### config.mk
export PLATFORM = sky130hd
export DESIGN_NAME = sap_mem_arbiter
export DESIGN_NICKNAME = d
export VERILOG_FILES = /design/src/rtl/sap_pkg.sv /design/src/rtl/sap_rr_pick.sv /design/src/rtl/sap_mem_arbiter.sv
export SDC_FILE = /design/constraint.sdc
export NUM_CORES = 1
export LEC_CHECK = 0
export CAP_MARGIN = 40
export CORE_MARGIN = 1
export CORE_UTILIZATION = 42
export CTS_CLUSTER_DIAMETER = 80
export CTS_CLUSTER_SIZE = 10
export DETAILED_ROUTE_END_ITERATION = 8
export HOLD_SLACK_MARGIN = 0.02
export PLACE_DENSITY = 0.8
export SLEW_MARGIN = 15
export SYNTH_ARGS = -nofsm -noshare
export SYNTH_HDL_FRONTEND = slang
export SYNTH_SLANG_ARGS = --single-unit
### constraint.sdc
create_clock -name clk -period 1.8 [get_ports clk]
set_clock_uncertainty 0.05 [all_clocks]
set_input_delay 0.54 -clock clk [delete_from_list [all_inputs] [get_ports clk]]
set_output_delay 0.54 -clock clk [all_outputs]
set_load 0.05 [all_outputs]
### src/rtl/sap_pkg.sv
// -----------------------------------------------------------------------------
// sap_pkg
// Shared definitions for the SAP memory arbiter slice:
//   - state_t   : arbiter FSM states (IDLE, ISSUE, RDATA)
//   - req_id_t  : requester identifier, with REQ_CPU / REQ_LDR constants
//   - DEF_*     : default widths and lock depth used as parameter defaults
//   - other_req : returns the opposite requester (round-robin helper)
// -----------------------------------------------------------------------------
package sap_pkg;

    localparam int DEF_ADDR_W   = 4;
    localparam int DEF_DATA_W   = 8;
    localparam int DEF_MAX_LOCK = 8;

    typedef enum logic [1:0] {
        IDLE  = 2'd0,
        ISSUE = 2'd1,
        RDATA = 2'd2
    } state_t;

    typedef logic req_id_t;

    localparam req_id_t REQ_CPU = 1'b0;
    localparam req_id_t REQ_LDR = 1'b1;

    function automatic req_id_t other_req(input req_id_t id);
        return ~id;
    endfunction

endpackage

### src/rtl/sap_rr_pick.sv
// -----------------------------------------------------------------------------
// sap_rr_pick
// Combinational winner selection for the two-requester memory arbiter.
//   cpu_req, ldr_req : pending requests
//   last_gnt         : requester that owned the previous transaction
//   lock_hold        : loader keeps ownership on a conflict (lock qualifier)
//   any              : at least one request is pending
//   win              : selected requester (valid when any is high)
// A lone requester always wins; on a conflict the loader wins if lock_hold
// is set, otherwise the requester that did not win last time.
// -----------------------------------------------------------------------------
module sap_rr_pick
    import sap_pkg::*;
(
    input  logic    cpu_req,
    input  logic    ldr_req,
    input  req_id_t last_gnt,
    input  logic    lock_hold,
    output logic    any,
    output req_id_t win
);

    assign any = cpu_req | ldr_req;

    always_comb begin
        // NOTE: win gets a default before any branch so no path leaves it
        // unassigned; without it synthesis would infer a latch.
        win = REQ_CPU;
        if (cpu_req && ldr_req) begin
            win = lock_hold ? REQ_LDR : other_req(last_gnt);
        end else if (ldr_req) begin
            win = REQ_LDR;
        end
    end

endmodule

### src/rtl/sap_mem_arbiter.sv
// -----------------------------------------------------------------------------
// sap_mem_arbiter
// Arbitrates a CPU port and a loader port onto one synchronous RAM (one-cycle
// read latency). One transaction at a time:
//   write : IDLE -> ISSUE -> IDLE
//   read  : IDLE -> ISSUE -> RDATA -> IDLE
// Ports:
//   clk, rst                 clock; synchronous active-high reset
//   cpu_req/we/addr/wdata    CPU request, held stable until cpu_gnt
//   cpu_gnt, cpu_rvalid      one-cycle grant / read-data strobes
//   cpu_rdata                CPU read data (holds when cpu_rvalid is low)
//   ldr_req/we/lock/addr/wdata, ldr_gnt, ldr_rvalid, ldr_rdata
//                            same for the loader; ldr_lock asks to keep
//                            ownership across consecutive transactions
//   mem_we/addr/wdata        RAM command (valid in ISSUE; addr/wdata hold)
//   mem_rdata                RAM read data, valid the cycle after ISSUE
//   busy                     high in ISSUE and RDATA
// Configuration:
//   SAP_MEM_ARB_LOCK_EN      when defined, ldr_lock lets the loader keep the
//                            RAM for up to MAX_LOCK consecutive conflicts;
//                            when undefined ldr_lock is ignored.
// -----------------------------------------------------------------------------
module sap_mem_arbiter
    import sap_pkg::*;
#(
    parameter int ADDR_W   = DEF_ADDR_W,
    parameter int DATA_W   = DEF_DATA_W,
    parameter int MAX_LOCK = DEF_MAX_LOCK
) (
    input  logic              clk,
    input  logic              rst,

    input  logic              cpu_req,
    input  logic              cpu_we,
    input  logic [ADDR_W-1:0] cpu_addr,
    input  logic [DATA_W-1:0] cpu_wdata,
    output logic              cpu_gnt,
    output logic              cpu_rvalid,
    output logic [DATA_W-1:0] cpu_rdata,

    input  logic              ldr_req,
    input  logic              ldr_we,
    input  logic              ldr_lock,
    input  logic [ADDR_W-1:0] ldr_addr,
    input  logic [DATA_W-1:0] ldr_wdata,
    output logic              ldr_gnt,
    output logic              ldr_rvalid,
    output logic [DATA_W-1:0] ldr_rdata,

    output logic              mem_we,
    output logic [ADDR_W-1:0] mem_addr,
    output logic [DATA_W-1:0] mem_wdata,
    input  logic [DATA_W-1:0] mem_rdata,
    output logic              busy
);

    state_t            state;
    req_id_t           win;        // owner of the transaction in flight
    req_id_t           last_gnt;   // owner of the previous transaction
    logic              cpu_gnt_q;
    logic              ldr_gnt_q;
    logic              cpu_rv_q;
    logic              ldr_rv_q;
    logic [DATA_W-1:0] cpu_rdata_q;
    logic [DATA_W-1:0] ldr_rdata_q;

    logic              pick_any;
    req_id_t           pick_win;
    logic              lock_hold;

`ifdef SAP_MEM_ARB_LOCK_EN
    localparam int LOCK_W = $clog2(MAX_LOCK + 1);
    logic [LOCK_W-1:0] lock_cnt;

    // The loader keeps the RAM on a conflict only while it already owns it,
    // is asking to, and has not used up its run of locked grants.
    assign lock_hold = (last_gnt == REQ_LDR) && ldr_lock &&
                       (lock_cnt != LOCK_W'(MAX_LOCK));
`else
    logic lock_unused;

    assign lock_hold   = 1'b0;
    assign lock_unused = ldr_lock & (MAX_LOCK > 0);
`endif

    sap_rr_pick u_pick (
        .cpu_req   (cpu_req),
        .ldr_req   (ldr_req),
        .last_gnt  (last_gnt),
        .lock_hold (lock_hold),
        .any       (pick_any),
        .win       (pick_win)
    );

    always_ff @(posedge clk) begin
        // NOTE: every register here uses <= so all of them sample the values
        // from before the edge; a blocking = would leak same-cycle updates.
        if (rst) begin
            state       <= IDLE;
            win         <= REQ_CPU;
            last_gnt    <= REQ_LDR;
            cpu_gnt_q   <= 1'b0;
            ldr_gnt_q   <= 1'b0;
            cpu_rv_q    <= 1'b0;
            ldr_rv_q    <= 1'b0;
            mem_we      <= 1'b0;
            mem_addr    <= '0;
            mem_wdata   <= '0;
            cpu_rdata_q <= '0;
            ldr_rdata_q <= '0;
`ifdef SAP_MEM_ARB_LOCK_EN
            lock_cnt    <= '0;
`endif
        end else begin
            // Strobes are one-cycle pulses unless re-armed below.
            cpu_gnt_q <= 1'b0;
            ldr_gnt_q <= 1'b0;
            cpu_rv_q  <= 1'b0;
            ldr_rv_q  <= 1'b0;
            mem_we    <= 1'b0;

            // Latch forwarded read data so rdata holds after the strobe.
            if (cpu_rv_q) cpu_rdata_q <= mem_rdata;
            if (ldr_rv_q) ldr_rdata_q <= mem_rdata;

            unique case (state)
                IDLE: begin
                    if (pick_any) begin
                        state <= ISSUE;
                        win   <= pick_win;
                        // The RAM command is registered here so it is
                        // presented for exactly the ISSUE cycle; addr/wdata
                        // then hold until the next capture.
                        if (pick_win == REQ_LDR) begin
                            mem_we    <= ldr_we;
                            mem_addr  <= ldr_addr;
                            mem_wdata <= ldr_wdata;
                            ldr_gnt_q <= 1'b1;
                        end else begin
                            mem_we    <= cpu_we;
                            mem_addr  <= cpu_addr;
                            mem_wdata <= cpu_wdata;
                            cpu_gnt_q <= 1'b1;
                        end
`ifdef SAP_MEM_ARB_LOCK_EN
                        // Count locked loader grants; any CPU win or an
                        // unlocked capture restarts the run.
                        if (pick_win == REQ_LDR && ldr_lock) begin
                            if (lock_cnt != LOCK_W'(MAX_LOCK)) begin
                                lock_cnt <= lock_cnt + LOCK_W'(1);
                            end
                        end else begin
                            lock_cnt <= '0;
                        end
`endif
                    end
                end

                ISSUE: begin
                    last_gnt <= win;
                    // mem_we still shows this transaction's direction.
                    if (mem_we) begin
                        state <= IDLE;
                    end else begin
                        state    <= RDATA;
                        cpu_rv_q <= (win == REQ_CPU);
                        ldr_rv_q <= (win == REQ_LDR);
                    end
                end

                RDATA: begin
                    state <= IDLE;
                end

                default: begin
                    state <= IDLE;
                end
            endcase
        end
    end

    // Reset is synchronous, so a strobe registered before rst rises would
    // otherwise still show in the reset cycle; qualifying with rst aborts
    // the transaction without emitting a grant or read strobe.
    assign cpu_gnt    = cpu_gnt_q & ~rst;
    assign ldr_gnt    = ldr_gnt_q & ~rst;
    assign cpu_rvalid = cpu_rv_q  & ~rst;
    assign ldr_rvalid = ldr_rv_q  & ~rst;

    // RAM data arrives in RDATA, so it is forwarded in that cycle and the
    // held copy is shown otherwise.
    assign cpu_rdata = cpu_rvalid ? mem_rdata : cpu_rdata_q;
    assign ldr_rdata = ldr_rvalid ? mem_rdata : ldr_rdata_q;

    assign busy = (state != IDLE);

endmodule

# [Word-level counts from Yosys, hierarchy flattened]
# Cells that the tools add are included.
[word_totals] ff_bits=37 elab_cells=43
[classes] n_bitwise=11 mux=12 n_eq_ne=2 n_reduce_logical=6
[ops] operator="8-bit two-way mux" n=3
[ops] operator="1-bit inverter" n=6
[ops] operator="3-bit OR reduction" n=2
[ops] operator="1-bit two-way mux" n=5
[ops] operator="1-bit AND" n=4
[ops] operator="2-bit two-way mux" n=2
[ops] operator="4-bit two-way mux" n=1
[ops] operator="2-bit case mux with 2 select lines" n=1
[ops] operator="2-bit by 1-bit equality test with 1-bit output (second input constant)" n=1
[ops] operator="2-bit logical NOT" n=1
[ops] operator="2-bit inequality test (second input constant)" n=1
[ops] operator="2-bit AND reduction" n=1
[ops] operator="2-bit nonzero test" n=1
[ops] operator="1-bit logical AND" n=1
[ops] operator="1-bit bitwise OR" n=1

# [Logic depth before layout (Yosys ltp)]
# Gate-level depths: netlist of the first run.
[depth] ltp_word=3 mapped_depth=5

# [Modules after synthesis]
# Synthesis of the first run repeated with hierarchy kept, for this count alone.
[unflattened] hier_cells=161 area_unflattened_um2=1699.1
[by_module_without_submodules] mod="sap_mem_arbiter" instances=1 area_each_um2=1679.1 seq_area_each_um2=740.7 cells_each=157
[by_module_without_submodules] mod="sap_rr_pick" instances=1 area_each_um2=20.0 seq_area_each_um2=0.0 cells_each=4

# [Worst setup path before layout of the first run]
# No wires, ideal clock.
[synth_path] path_kind="in2out" startpoint="input rst" endpoint="output ldr_rdata[5]" slack_ns=-0.214 arrival_time_ns=1.424 stages=3 t_required_ns=1.210 cell_sequence="nor2b_1 buf_4 mux2_1"
[synth_between] elab_chain_len=3
[synth_lines] item="start, declared" line="sap_mem_arbiter.sv:31" source="input logic rst,"
[synth_lines] item="1-bit inverter" line="sap_mem_arbiter.sv:188" source="assign ldr_rvalid = ldr_rv_q & ~rst;"
[synth_lines] item="1-bit AND" line="sap_mem_arbiter.sv:188"
[synth_lines] item="via ldr_rvalid" line="sap_mem_arbiter.sv:47" source="output logic ldr_rvalid,"
[synth_lines] item="8-bit two-way mux" line="sap_mem_arbiter.sv:193" source="assign ldr_rdata = ldr_rvalid ? mem_rdata : ldr_rdata_q;"
[synth_lines] item="end, declared" line="sap_mem_arbiter.sv:48" source="output logic [DATA_W-1:0] ldr_rdata,"
# The timed path passes the listed nets, and every way through them passes these cells.

# [Final worst setup path of the first run]
[layout_path] startpoint="register ldr_rv_q" endpoint="output ldr_rdata[5]"
[layout_between] elab_chain_len=2
[layout_lines] item="start, declared" line="sap_mem_arbiter.sv:63" source="logic ldr_rv_q;"
[layout_lines] item="start signal, assigned" line="sap_mem_arbiter.sv:167" source="ldr_rv_q <= (win == REQ_LDR);"
[layout_lines] item="1-bit AND" line="sap_mem_arbiter.sv:188"
[layout_lines] item="8-bit two-way mux" line="sap_mem_arbiter.sv:193"
# No other way between the ends.

==> results.py, run 1 <==
metrics = {
    "clock_tree": {
        "cts-root-to-sink-buffers": 2,
        "postCtsHoldBufs": 0,
        "cts-buffers-inserted": 5,
        "path_clk_slew_ns": 0.07,
        "clk_root_buffer_cell": "sky130_fd_sc_hd__clkbuf_8",
        "cts-htree-levels": 2,
        "clk-insertion-delay-late_ns": 0.28,
        "clock_sinks": 37,
        "tritoncts": "built",
    },
    "layout": {
        "antenna_cells": 0,
        "layout.nets": 295,
        "layout-drive-gt1-share_pct": 37.0,
        "most_used_cells_in_the_layout_excluding_fill_and_tap_cells": "35 x sky130_fd_sc_hd__dfxtp_1, 28 x sky130_fd_sc_hd__clkdlybuf4s50_1, 25 x sky130_fd_sc_hd__nand2_1",
        "layout.cells.most_common": "sky130_fd_sc_hd__dfxtp_1",
        "finish.cell_count_without_fillers": 305,
        "post-route-cell-area_um2": 2980,
        "synthToLayoutAreaGrowth_pct": 74.9,
    },
    "power": {
        "switching_share_pct": 29.3,
        "power.density_nw_per_um2": 802,
        "power.net_switching_mw": 0.700,
        "reg_power_share_pct": 38.7,
        "clkPwrFrac_pct": 30.7,
        "irDropWorstVdd_uv": 672,
        "p_leak_nw": 1.24,
        "comb_power_share_pct": 30.7,
        "intPower_mw": 1.69,
    },
    "floorplan": {
        "start_util_pct": 45.2,
        "vertical_extent_of_the_die_um": 65.7,
        "num_rows": 22,
        "die_w_um": 65.7,
        "io_pins": 73,
        "area_of_the_die_um2": 4320,
        "core_footprint_um2": 3770,
    },
    "placement": {
        "detailedPlace.worstSlack_ns": -0.272,
        "placement.io_buffers": 71,
        "placed_cells": 296,
        "post_place_cell_area_um2": 2780,
        "dp_hpwl_mm": 3.04,
        "gp_congestion": 0.706,
    },
    "synth": {
        "synth_top_cell_area_share_pct": 43.5,
        "synthesis.instances": 174,
        "synth-seq-cells": 37,
        "synth_top_cell_by_area": "sky130_fd_sc_hd__dfxtp_1",
        "synth_area_um2": 1700,
        "synth_cell_types": 26,
        "synth.yosys.seq_area_share_pct": 43.5,
        "synth.avg_cell_area_um2": 9.79,
        "synth_fp_nets": 213,
        "yosysWarningCount": 0,
        "synth.top_cells.by_area": "sky130_fd_sc_hd__dfxtp_1 43%, sky130_fd_sc_hd__mux2i_1 11%, sky130_fd_sc_hd__mux2_2 9.9%",
    },
    "run_status": {
        "outcome": "finished, violations left",
        "violated_checks": "negative setup slack",
    },
    "worst_hold_path": {
        "timing.hold.worst.class": "reg -> reg",
        "min_from": "win",
        "timing.hold.worst_path_depth": 1,
        "min_to": "cpu_rv_q",
    },
    "sta": {
        "tightest_slew_ns": 0.300,
        "timing.final.hold_violations": 0,
        "slew-limit-headroom_pct": 80.0,
        "period_minus_slack_ns": 2.00,
        "final_worst_setup_slack_ns": -0.201,
        "rsz0062_at_grt": "yes",
        "report.final.slew_viol_count": 0,
        "setup_total_negative_slack_ns": -2.20,
        "final.period_utilization_pct": 111,
        "worst_hold_slack_ns": 0.439,
        "final-setup-viol-count": 16,
        "fmaxAchievable_mhz": 500,
    },
    "critical_path": {
        "worst_r2r_startpoint": "last_gnt",
        "setup.reg_to_reg.worst_slack_ns": 0.55,
        "rr_worst_depth": 3,
        "crit_required_ns": 1.21,
        "timing.critical_path.to_type": "output pin",
        "cp_max_fo": 9,
        "worst_r2r_dst": "mem_we",
        "setup.worst_path.class": "reg -> out",
        "crit_path_top_delay_cell": "sky130_fd_sc_hd__dfxtp_2",
        "crit_path_frequent_cell": "sky130_fd_sc_hd__buf_12",
        "critical_path.cell_chain": "nor2b_4 -> buf_12 -> mux2_4 -> buf_12",
        "slowest_delay_ns": 0.33,
        "critical_path.top_delay_family": "flip-flops",
        "crit_path_start_kind": "flop",
        "worst-path-buf-inv": 2,
        "worst-endpoint-arrival_ns": 1.41,
    },
    "grt": {
        "pin_count_of_the_biggest_net_entering_global_routing": 39,
        "grt_pass1_wl_mm": 7.76,
        "global_route.overflow_total": 0,
        "number_of_global_route_vias_before_repair": 1642,
        "antenna_found_initial": 0,
        "grt_usage_pct": 24.5,
    },
    "drt": {
        "drt-wirelength-per-cell_um": 14.9,
        "routed_wirelength_mm": 4.54,
        "drc_errors": 0,
        "dr.pass1.iters": 5,
        "vias_per_cell": 5.18,
        "via_count": 1579,
        "detail-route-antenna-nets": 0,
        "first_iter_violations": 54,
    },
    "run": {
        "maxCapViolCount": 0,
    },
}
-- final cells by class --
cell class | count | area, um^2
clock inverters | 1 | 30.0
flip-flops and latches | 37 | 743
multi-input cells | 122 | 961
well taps | 48 | 60.1
fillers | 254 | 791
repair buffers | 88 | 1090
clock buffers | 7 | 86.3
inverters | 2 | 7.51
-- cell families (layout without fill, tap and decap cells) --
logic type | Yosys count | in the layout | synth area share [%]
buf+inv | 16 | 98 | 5.95
compound gates | 28 | 28 | 14.5
mux | 34 | 34 | 21.1
simple gates | 59 | 60 | 15.0
flops | 37 | 37 | 43.5
-- synth_stat cells, drive strengths merged --
| master | instances |
|---|---|
| a21bo | 1 |
| nor3 | 4 |
| or2 | 1 |
| nand3 | 1 |
| a21oi | 13 |
| inv | 2 |
| mux2 | 16 |
| nor4 | 1 |
| nand2 | 25 |
| nor2b | 3 |
| mux2i | 18 |
| nor2 | 20 |
| dfxtp | 37 |
| a21boi | 1 |
| nand2b | 3 |
| buf | 14 |
| and2 | 1 |
| o21ai | 1 |
| a311oi | 12 |
-- worst max-delay path by stage --
stage | from | to | cells past startpoint
final | ldr_rv_q | ldr_rdata[5] | 4
after floorplan | rst | cpu_gnt | 2
after global routing | ldr_rv_q | ldr_rdata[5] | 4
after CTS | rst | ldr_rdata[5] | 5
after global placement | rst | cpu_rdata[4] | 5
after detailed placement | rst | cpu_rdata[4] | 5
-- sequential cells by signal, summed over array words and instances, names as in the netlist --
register and cells:
cpu_gnt_q 1, cpu_rdata_q 8, cpu_rv_q 1, last_gnt 1, ldr_gnt_q 1, ldr_rdata_q 8
ldr_rv_q 1, mem_addr 4, mem_wdata 8, mem_we 1, state 2, win 1
-- power groups by stage --
stage               logic (mW)  registers (mW)  clock network, mW
floorplan                0.276            1.03                  0
global placement         0.717           0.937                  0
detailed placement       0.725           0.940                  0
CTS                      0.736           0.925              0.741
global route             0.777           0.931              0.776
finish                   0.733           0.925              0.733
-- layer usage --
| layer | GRT usage [%] | routed length, um | vias to the layer above |
|---|---|---|---|
| met2 | 44.9 | 2380 | 73 |
| met1 | 24.3 | 1670 | 723 |
| li1 | - | - | 773 |
| met3 | 8.68 | 369 | 10 |
| met4 | 10.9 | 130 | 0 |
| met5 | 0 | 0 | - |
-- worst reg2reg max path, cell delays in order, from the launching register on --
cell	delay (ns)
sky130_fd_sc_hd__dfxtp_1	0.38
sky130_fd_sc_hd__a21bo_2	0.34
sky130_fd_sc_hd__mux2i_1	0.29
sky130_fd_sc_hd__nor3_1	0.07
-- per-stage QoR --
step                      power, mW  utilization, %
after global placement         1.65            73.8
after floorplan                1.31               -
after global routing           2.48            79.0
final                          2.39            79.0
after detailed placement       1.67            73.8
after CTS                      2.40            78.9
-- what timing repair did --
action                                  4_1_cts  5_1_grt
setup buffers                                 1        0
endpoints found under the setup margin       19       18
gates cloned                                  1        0
resized for setup                            32        2
Power figures use the tool's default switching activity.
==> inputs of run 2 (changes only) <==
CORE_MARGIN = 2   (was 1)
SKIP_LAST_GASP = 1   (was not set)
==> run 2 against run 1 <==
  * The flow still finishes with violations (negative setup slack)
  * Critical path depth grew 1
  * Core utilization shrank 4.5 points
  * First-iteration DRC count grew 13%
  * Global-route usage shrank 3.5 points
  * Final cell count grew 2.0%
  * Worst setup slack lost 0.021 ns
  * Fmax shrank 1.0%
  * Register-to-register slack is essentially flat
  * Design area shrank 1.4%
  * Sequential cell count is the same
  * Power shrank 8.6%
  * Highest routed layer unchanged
==> results.py, run 2 (same netlist as run 1, synthesis figures left out) <==
metrics = {
    "drt": {
        "first_iter_violations": 61,
        "dr.pass1.iters": 4,
        "drt-wirelength-per-cell_um": 13.9,
        "drc_errors": 0,
        "vias_per_cell": 4.96,
        "routed_wirelength_mm": 4.31,
        "detail-route-antenna-nets": 0,
        "via_count": 1543,
    },
    "critical_path": {
        "timing.critical_path.to_type": "output pin",
        "worst-path-buf-inv": 3,
        "crit_path_start_kind": "input pin",
        "setup.worst_path.class": "in -> out",
        "cp_max_fo": 4,
        "worst_r2r_startpoint": "last_gnt",
        "crit_path_top_delay_cell": "sky130_fd_sc_hd__mux2_4",
        "critical_path.cell_chain": "buf_8 -> nor2b_4 -> clkbuf_16 -> mux2_4 -> buf_6",
        "slowest_delay_ns": 0.30,
        "worst-endpoint-arrival_ns": 1.43,
        "worst_r2r_dst": "mem_addr[1]",
        "rr_worst_depth": 3,
        "setup.reg_to_reg.worst_slack_ns": 0.56,
        "critical_path.top_delay_family": "buffers and inverters",
        "crit_required_ns": 1.21,
    },
    "sta": {
        "fmaxAchievable_mhz": 495,
        "worst_hold_slack_ns": 0.425,
        "tightest_slew_ns": 0.402,
        "final_worst_setup_slack_ns": -0.221,
        "period_minus_slack_ns": 2.02,
        "report.final.slew_viol_count": 0,
        "final-setup-viol-count": 17,
        "final.period_utilization_pct": 112,
        "setup_total_negative_slack_ns": -2.68,
        "rsz0062_at_grt": "yes",
        "slew-limit-headroom_pct": 73.2,
        "timing.final.hold_violations": 0,
    },
    "worst_hold_path": {
        "timing.hold.worst.class": "reg -> reg",
        "min_from": "win",
        "timing.hold.worst_path_depth": 1,
        "min_to": "cpu_rv_q",
    },
    "power": {
        "irDropWorstVdd_uv": 603,
        "p_leak_nw": 1.24,
        "totalPowerFinal_mw": 2.19,
        "power.density_nw_per_um2": 744,
    },
    "layout": {
        "largest_registers": "cpu_rdata_q x8, ldr_rdata_q x8, mem_wdata x8",
        "regArea_um2": 746,
        "multi_input_comb_area_um2": 956,
        "most_used_cells_in_the_layout_excluding_fill_and_tap_cells": "35 x sky130_fd_sc_hd__dfxtp_1, 28 x sky130_fd_sc_hd__clkdlybuf4s50_1, 25 x sky130_fd_sc_hd__nand2_1",
        "antenna_cells": 0,
        "synthToLayoutAreaGrowth_pct": 72.5,
        "fillCellCount": 283,
        "layout.cells.most_common": "sky130_fd_sc_hd__dfxtp_1",
        "finish.cell_count_without_fillers": 311,
        "layout-drive-gt1-share_pct": 37.2,
        "layout.nets": 299,
    },
    "run": {
        "maxCapViolCount": 0,
    },
    "clock_tree": {
        "postCtsHoldBufs": 0,
        "path_clk_slew_ns": 0.07,
        "cts-root-to-sink-buffers": 2,
        "cts-htree-levels": 2,
        "clk-insertion-delay-late_ns": 0.29,
        "cts-buffers-inserted": 5,
        "clk_root_buffer_cell": "sky130_fd_sc_hd__clkbuf_8",
        "clock_sinks": 37,
        "tritoncts": "built",
    },
    "placement": {
        "gp_congestion": 0.712,
        "placement.io_buffers": 71,
        "dp_hpwl_mm": 3.10,
        "detailedPlace.worstSlack_ns": -0.305,
        "placed_cells": 300,
    },
    "floorplan": {
        "num_rows": 23,
        "io_pins": 73,
        "area_of_the_die_um2": 4580,
        "core_footprint_um2": 3940,
        "vertical_extent_of_the_die_um": 67.7,
        "die_w_um": 67.7,
        "start_util_pct": 43.2,
    },
    "grt": {
        "grt_pass1_wl_mm": 7.02,
        "pin_count_of_the_biggest_net_entering_global_routing": 39,
        "number_of_global_route_vias_before_repair": 1545,
        "global_route.overflow_total": 0,
        "grt_usage_pct": 21.0,
        "antenna_found_initial": 0,
    },
    "run_status": {
        "outcome": "finished, violations left",
        "violated_checks": "negative setup slack",
    },
}
-- run 2: final cells by class --
type,count,area share (%)
Inverter,2,0.255
Multi-Input combinational cell,122,32.5
Sequential cell,37,25.4
Clock buffer,6,2.47
Tap cell,50,2.13
Clock inverter,2,0.341
Timing Repair Buffer,92,36.9
-- run 2: report_power, final --
| part | total (mW) | switching [mW] | leakage [nW] | internal, mW |
|---|---|---|---|---|
| registers | 0.923 | 0.0503 | 0.304 | 0.873 |
| logic | 0.710 | 0.363 | 0.886 | 0.347 |
| clock network | 0.553 | 0.285 | 0.0450 | 0.268 |
| total | 2.19 | 0.698 | 1.24 | 1.49 |
-- run 2: per-layer routing --
metal | routed length [um] | vias to the layer above | GRT usage (%)
met3 | 412 | 6 | 9.67
met4 | 67 | 0 | 7.65
li1 | - | 774 | -
met5 | 0 | - | 0
met2 | 2120 | 67 | 35.0
met1 | 1710 | 696 | 23.3
-- run 2: what timing repair did --
item | CTS | global route
buffers inserted | 1 | 1
setup endpoints to repair | 19 | 31
gates resized for setup | 30 | 5
gates cloned | 1 | 1
-- run 2: stage by stage --
step | area (um^2) | util [%]
after floorplan | 1790 | -
after global placement | 2740 | 69.4
after detailed placement | 2740 | 69.4
after CTS | 2890 | 73.3
after global routing | 2940 | 74.5
final | 2940 | 74.5
-- run 2: worst max-delay path by stage --
stage                  from            to  slack, ns  cells past startpoint
2_1_floorplan           rst       cpu_gnt      -0.18                      2
3_3_place_gp   mem_rdata[2]  cpu_rdata[2]      -0.29                      3
3_5_place_dp        cpu_req   mem_addr[1]      -0.30                      4
4_1_cts            ldr_rv_q  ldr_rdata[5]      -0.24                      4
5_1_grt            ldr_rv_q  ldr_rdata[2]      -0.27                      4
6_report                rst  ldr_rdata[2]      -0.22                      5
==> edit, RTL diff (settings of run 1) <==
Reset style: asynchronous (`rst`), changed in one clocked block. Comments in the files are not updated.
--- a/src/rtl/sap_mem_arbiter.sv
+++ b/src/rtl/sap_mem_arbiter.sv
@@ -92,7 +92,7 @@
         .win       (pick_win)
     );
 
-    always_ff @(posedge clk) begin
+    always_ff @(posedge clk or posedge rst) begin
         // NOTE: every register here uses <= so all of them sample the values
         // from before the edge; a blocking = would leak same-cycle updates.
         if (rst) begin
Behaviour: differs if rst is asserted again (counterexample within 4 cycles, from zero or initial values and one cycle with rst high); with rst held inactive, the same outputs for 10 cycles.
==> edit against run 1 <==
The run still ends with negative setup slack left. Setup slack worse by 48 ps. Register-to-register slack worse by 450 ps. Design area is 4.7% higher. Synthesized cell count is 30% lower. Sequential share of layout area is 4.8 points higher. Worst hold slack worse by 19 ps. Sequential cell count stayed put. Area after synthesis is 5.6% higher. Via count is 19% lower. Routed wire length is 13% lower. Largest cell class unchanged.
Power is not compared: it rests on default switching activity, and its combinational part moved more than twofold at a synthesized area within 25%.
==> edit: results (changes against run 1) <==
Clock tree
  – H-tree depth: 2 (unchanged)
  – CTS buffer count: 5 (unchanged)
  – PostCTS Resize Cnt: 30 (-6.3%)
  – Clk slew on worst S/H paths: 70 ps (about the same)

Placement
  – Cells after DPL: 252 (-15%)
  – RD Place Congestion: 0.705 (-0.14%)
  – Area after DPL: 0.00289 mm2 (+3.7%)
  – Post-DP HPWL: 3.06 mm (+0.77%)
  – Dpl ws: -705 ps (-433 ps)

Timing
  – Worst hold margin: 420 ps (-19.5 ps)
  – Final worst setup slack: -249 ps (-48.4 ps)
  – Relative slew margins: 0.866 (+0.0653)
  – Setup_tns: -3820 ps (-1630 ps)
  – # setup viols final: 18 (+2)

Critical path
  – Max FO, Critical Path: 4 (-5)
  – Setup crit end: cpu_rdata[3]
  – RR Startpoint: last_gnt
  – CP Launch Point: rst
  – CP peak stage delay: 300 ps (-30 ps)
  – Critical R2R Capture: mem_wdata[5]
  – Slowest CP cell: mux2_4
  – R2r setup slk: 100 ps (-450 ps)
  – Cell family with most CP delay: buffers and inverters
  – Path depth of the worst reg2reg path: 4 (+1)

Finish
  – Fill count: 245 (-3.5%)
  – Share of cells above drive strength 1: 0.609 (+0.240)
  – ANT cells: 0 (unchanged)
  – Final Core Density: 0.769 (-0.0216)
  – Fin cells: 265 (-13%)

Synth
  – Ys async rst share: 1.00 (+1.00)
  – Syn nets: 160 (-25%)
  – Synthesized area per cell: 14.9 um2 (+52%)
  – Prevailing post-synth register cell: dfrtp_1
  – Synth top cells by count: mux2_2, dfrtp_1, mux2_4, nor2b_1, buf_2
  – Register area share after synthesis: 0.515 (+0.0806)
  – Area contributors post-synth: dfrtp_1, mux2_2, mux2_4, nor2b_1, dfstp_2
  – Synth unique cells: 18 (-31%)

GRT
  – Global-route wire length before repair: 6.13 mm (-21%)
  – GRT Resource Usage Total: 0.188 (-0.0564)
  – Largest net degree at the start of global routing: 16 (-59%)
  – Vias in the first global route: 1351 (-18%)

Detailed routing
  – Pre-antenna DRT Iters: 3 (-2)
  – Vias after detailed routing: 1285 (-19%)
  – WL final: 3.95 mm (-13%)
  – DR iter-0 viols: 19 (-65%)

Status
  – Failing checks: negative setup slack
  – Status: complete, but fails checks

Power and ir drop
  – Seq pwr: 0.00155 W
  – Leak: 1.43 nW

Hold path
  – Min-Delay Path Class: input pin to async pin
==> edit: cell types whose count changed after synthesis, moves of 8 or more <==
cell and delta:
mux2_4 +12, a21oi_1 -13, mux2i_1 -17, dfxtp_1 -37, nor2_1 -15, nand2_1 -25, a311oi_2 -8, dfrtp_1 +36
mux2_2 +30
==> edit: layer usage <==
layer	vias up	GRT usage	wire length, um
met5	-	0	0
met4	0	0.0638	43
met3	5	0.0693	320
met2	61	0.338	2000
met1	607	0.202	1590
li1	612	-	-
==> edit: logic make-up (layout without fill, tap and decap cells) <==
group                  Yosys count  after routing  share of synthesized area
flip-flops                      37             37                      0.515
buffers and inverters            9            103                     0.0396
multiplexers                    58             58                      0.387
AND/OR/NAND/NOR                 14             14                     0.0466
AO/OA/AOI/OAI                    3              3                     0.0111
==> edit: cell type report <==
type | count | area share
inverters | 2 | 0.00401
well taps | 50 | 0.0201
multi-input cells | 75 | 0.285
repair buffers | 93 | 0.367
flip-flops and latches | 37 | 0.297
clock buffers | 6 | 0.0233
clock inverters | 2 | 0.00321
